File: src/rtl/reg_mux_unit.sv
// Loadable up/down counting register whose own bits drive a 4:1 bit mux.
// out is the register itself; mux_out is a combinational tap of it.

module reg_mux4 (
  input  logic [1:0] sel,
  input  logic       d0,
  input  logic       d1,
  input  logic       d2,
  input  logic       d3,
  output logic       y
);

  // Explicit 4:1 select; default keeps the output known on any select value.
  always_comb begin
    y = 1'b0;
    case (sel)
      2'd0:    y = d0;
      2'd1:    y = d1;
      2'd2:    y = d2;
      2'd3:    y = d3;
      default: y = 1'b0;
    endcase
  end

endmodule

module reg_mux_unit #(
  parameter int WIDTH = 6
) (
  input  logic             clk,
  input  logic             rst,
  input  logic             ld,
  input  logic             inc,
  input  logic             dec,
  input  logic [WIDTH-1:0] in,
  output logic [WIDTH-1:0] out,
  output logic             mux_out
);

  logic [WIDTH-1:0] q_r;
  logic [WIDTH-1:0] q_next_s;
  logic [1:0]       sel_s;
  logic [WIDTH-1:0] one_s;

  assign one_s = {{(WIDTH-1){1'b0}}, 1'b1};

  // Next-state selection: load beats counting; inc and dec together cancel.
  always_comb begin
    q_next_s = q_r;
    if (ld) begin
      q_next_s = in;
    end else if (inc && !dec) begin
      q_next_s = q_r + one_s;
    end else if (dec && !inc) begin
      q_next_s = q_r - one_s;
    end else begin
      q_next_s = q_r;
    end
  end

  // State register with asynchronous active-low clear.
  always_ff @(posedge clk or negedge rst) begin
    if (!rst) begin
      q_r <= {WIDTH{1'b0}};
    end else begin
      q_r <= q_next_s;
    end
  end

  assign out = q_r;

  // q[0] is the select MSB, q[1] the select LSB.
  assign sel_s = {q_r[0], q_r[1]};

  reg_mux4 u_mux (
    .sel (sel_s),
    .d0  (q_r[2]),
    .d1  (q_r[3]),
    .d2  (q_r[4]),
    .d3  (q_r[4]),
    .y   (mux_out)
  );

endmodule

File: config.mk
export PLATFORM = sky130hd
export DESIGN_NAME = reg_mux_unit
export DESIGN_NICKNAME = d
export VERILOG_FILES = /design/src/rtl/reg_mux_unit.sv
export SDC_FILE = /design/constraint.sdc
export NUM_CORES = 1
export LEC_CHECK = 0
export CAP_MARGIN = 30
export CORE_AREA = 2 2 39 41
export DETAILED_ROUTE_END_ITERATION = 8
export DIE_AREA = 0 0 41 43
export PLACE_DENSITY = 0.73
export SLEW_MARGIN = 20
export SYNTH_ARGS = -nofsm -noshare
export SYNTH_HDL_FRONTEND = slang
export SYNTH_SLANG_ARGS = --single-unit
File: constraint.sdc
create_clock -name clk -period 2.2 [get_ports clk]
set_input_delay 0.55 -clock clk [delete_from_list [all_inputs] [get_ports clk]]
set_output_delay 0.55 -clock clk [all_outputs]
set_load 0.02 [all_outputs]
==> impl_metrics.toml <==
[sta]
period_share = 0.972
hold_viol = 0
setup_ws_ns = 0.0614
rsz0062_at_grt = "true"
drv_slew = 0
period_needed_ns = 2.14
max_freq_ghz = 0.468
skew_ns = 0.00365
setup_viol = 0
relSlewSlack = 0.487
worst_slew_pin_slew_ns = 0.764

[floorplanning]
rows = 14
dieHeight_um = 43
die-area_um2 = 1760
io_pins = 18
core_area_um2 = 1380
start_util = 0.395
fp.dieW_um = 41

[logic_synthesis]
yosys_warnings = 0
synth_cell_types = 24
synth_xor_area_frac = 0.0641
synth_edf_count = 0
synth_nets = 72
ys.flop_type = "dfrtp_1"
async_flop_share = 1.00
syn-cell-area_um2 = 547
avgSynthCellArea_um2 = 9.76
synth-compound-area-share = 0.320
yosysTopAreaCellShare = 0.275
syn_inst = 56
ys_top_cells_by_area = "dfrtp_1 27%, ha_1 9.2%, o21ai_0 5.5%, a2111oi_4 5.0%, a21o_2 4.8%"
synth_top_family_by_area = "compound AO/OA/AOI/OAI gates"
synthTopCellsByCount = "6 x dfrtp_1, 6 x o21ai_0, 5 x nand2_1"
synth_sequential_area_ratio = 0.275
synth_fa_ha_area_frac = 0.128
ys_seq_elements = 6
yosys.area.top_type = "dfrtp_1"
synth-simple-area-share = 0.0801
synth_mux_area_frac = 0.0572

[flow_run]
maxCapViolations = 0

[placement]
dp.final_hpwl_um = 976
dp_cells = 96
routabilityCongestion = 0.772
io_buffer_count = 17
pre_cts_ws_ns = -0.574
place_area_um2 = 801

[pwr]
internal-power_uw = 412
p_clk_frac = 0.148
p_switching_uw = 251
switching_share = 0.378
p_comb_frac = 0.600
p_leak_uw = 0.000392
power_density_nw_per_um2 = 732
seqPwrFrac = 0.253
ir_worst_vdd_mv = 0.443

[run_status]
status = "completed"

[detailed_routing]
firstDrtPassIters = 4
drt_iter0_markers = 5
vias = 546
remaining_drc_errors = 0
drt-total-wl_um = 1390
ant_nets = 0
vias_per_cell = 5.41
wl_per_cell_um = 13.8

[worst_setup_path]
critical_path_class = "in -> reg"
startpoint_type = "primary input"
worstPathRequired_ns = 2.29
critPathCaptureType = "flop"
crit_fanout = 4
startpoint = "inc"
arrival_ns = 2.23
reg2reg_from = "out[1]$_DFFE_PN0P_"

[grt]
first_global_vias = 534
antenna_found_initial = 0
grt_overflow = 0
grt_pass1_wl_um = 2310
grt_use_total = 0.201
grt_max_degree = 13

[clock_tree]
h-tree-depth = 1
cts-root-buf = "clkbuf_4"
holdBufCountCts = 0
cts.reportedPaths.clkPinSlew_ns = 0.04
cts.sinks = 6
cts_max_path_buffers = 2
numCtsBuffers = 3
cts_tree = "built"
clock_latency_ns = 0.24

[finish]
nNetsFinal = 103
final_cell_area_um2 = 906
layout.cells.non_filler = 101
diodes = 0
largest_reg_flops = 6
utilization = 0.655
area_growth_pct = 65.7
drive_gt1_frac = 0.400

[min_path]
hp-class = "in -> async"
## final cells by class
type                       instances  area [µm²]
fill                             106         478
multi-input combinational         42         430
timing repair buffer              30         265
sequential                         6         150
clock buffer                       3        22.5
tap                               16        20.0
inverter                           4        17.5
## repair_timing
item                                   in CTS  in global routing
endpoints found under the hold margin       0                  0
setup buffers                               1                  1
resized for setup                          10                  5
pin swaps                                   6                  4
setup endpoints to repair                   3                  4
## critical path, stage by stage
cell and delay (ns):
clkdlybuf4s15_1 0.18, nor2b_4 0.17, inv_4 0.07, ha_4 0.23, a211oi_4 0.23, o21bai_2 0.14, a2111oi_4 0.45, a21o_2 0.15
a221oi_2 0.05
## power groups by stage
stage	Sequential [µW]	Clock [µW]	Combinational [µW]
after CTS	166	103	377
after global placement	161	0	329
after detailed placement	161	0	336
after floorplan	166	0	199
after global routing	171	112	430
final	168	97.9	398
## cells by family (layout without fill, tap and decap cells)
kind of cell / Yosys count / after routing
buffers and inverters: 8 / 37
DFF: 6 / 6
xor gates and xnor gates: 4 / 4
muxes: 3 / 3
AOI/OAI and AO/OA: 20 / 20
and+or+nand+nor: 10 / 10
adders and majority gates: 5 / 5
## through the flow
step	total power, µW	setup TNS, ns	hold WS (ns)
floorplan	365	0	0.254
global placement	490	-1.46	0.622
detailed placement	497	-1.64	0.646
CTS	645	0	0.564
global route	713	-0.0143	0.568
finish	663	0	0.563
## per-layer routing
metal	vias up	share of wire	global-route usage
met5	-	0	0
met4	0	0.0093	0.100
met3	2	0.034	0.0471
met2	18	0.54	0.309
met1	268	0.42	0.250
li1	258	-	-
## final timing paths
| check | to | slack, ns | cells past startpoint |
|---|---|---|---|
| max in group asynchronous | out[3]$_DFFE_PN0P_ | 1.41 | 1 |
| worst max-delay path | out[5]$_DFFE_PN0P_ | 0.06 | 9 |
| worst min register to register | out[5]$_DFFE_PN0P_ | 0.69 | 2 |
| worst max register to register | out[5]$_DFFE_PN0P_ | 0.27 | 6 |
| min in group clk | out[5]$_DFFE_PN0P_ | 0.69 | 2 |
| worst min-delay path | out[0]$_DFFE_PN0P_ | 0.56 | 1 |
## placed cells by master, fill, tap and decap left out
cell type        Yosys  layout
nor2b_1              2       1
nor2b_4              0       1
a21o_1               1       1
clkbuf_2             0       1
a2111oi_4            1       2
a211oi_1             2       2
inv_4                0       1
a21oi_2              0       1
dlymetal6s2s_1       0       1
o21ai_2              0       1
ha_4                 0       3
o21bai_2             1       1
dfrtp_1              6       6
a21o_2               3       3
nand2_1              5       5
clkdlybuf4s15_1      0       1
fa_2                 0       1
ha_1                 4       1
mux2i_1              2       2
xnor2_1              2       2
a21oi_1              3       2
inv_1                4       3
buf_4                3      13
xor2_1               2       2
nor3_1               1       1
nor2_1               2       2
mux2_2               1       1
clkbuf_4             0       3
a221oi_2             1       1
clkdlybuf4s50_1      0      14
o21ai_0              6       5
a211oi_4             0       1
Power figures use the tool's default switching activity.
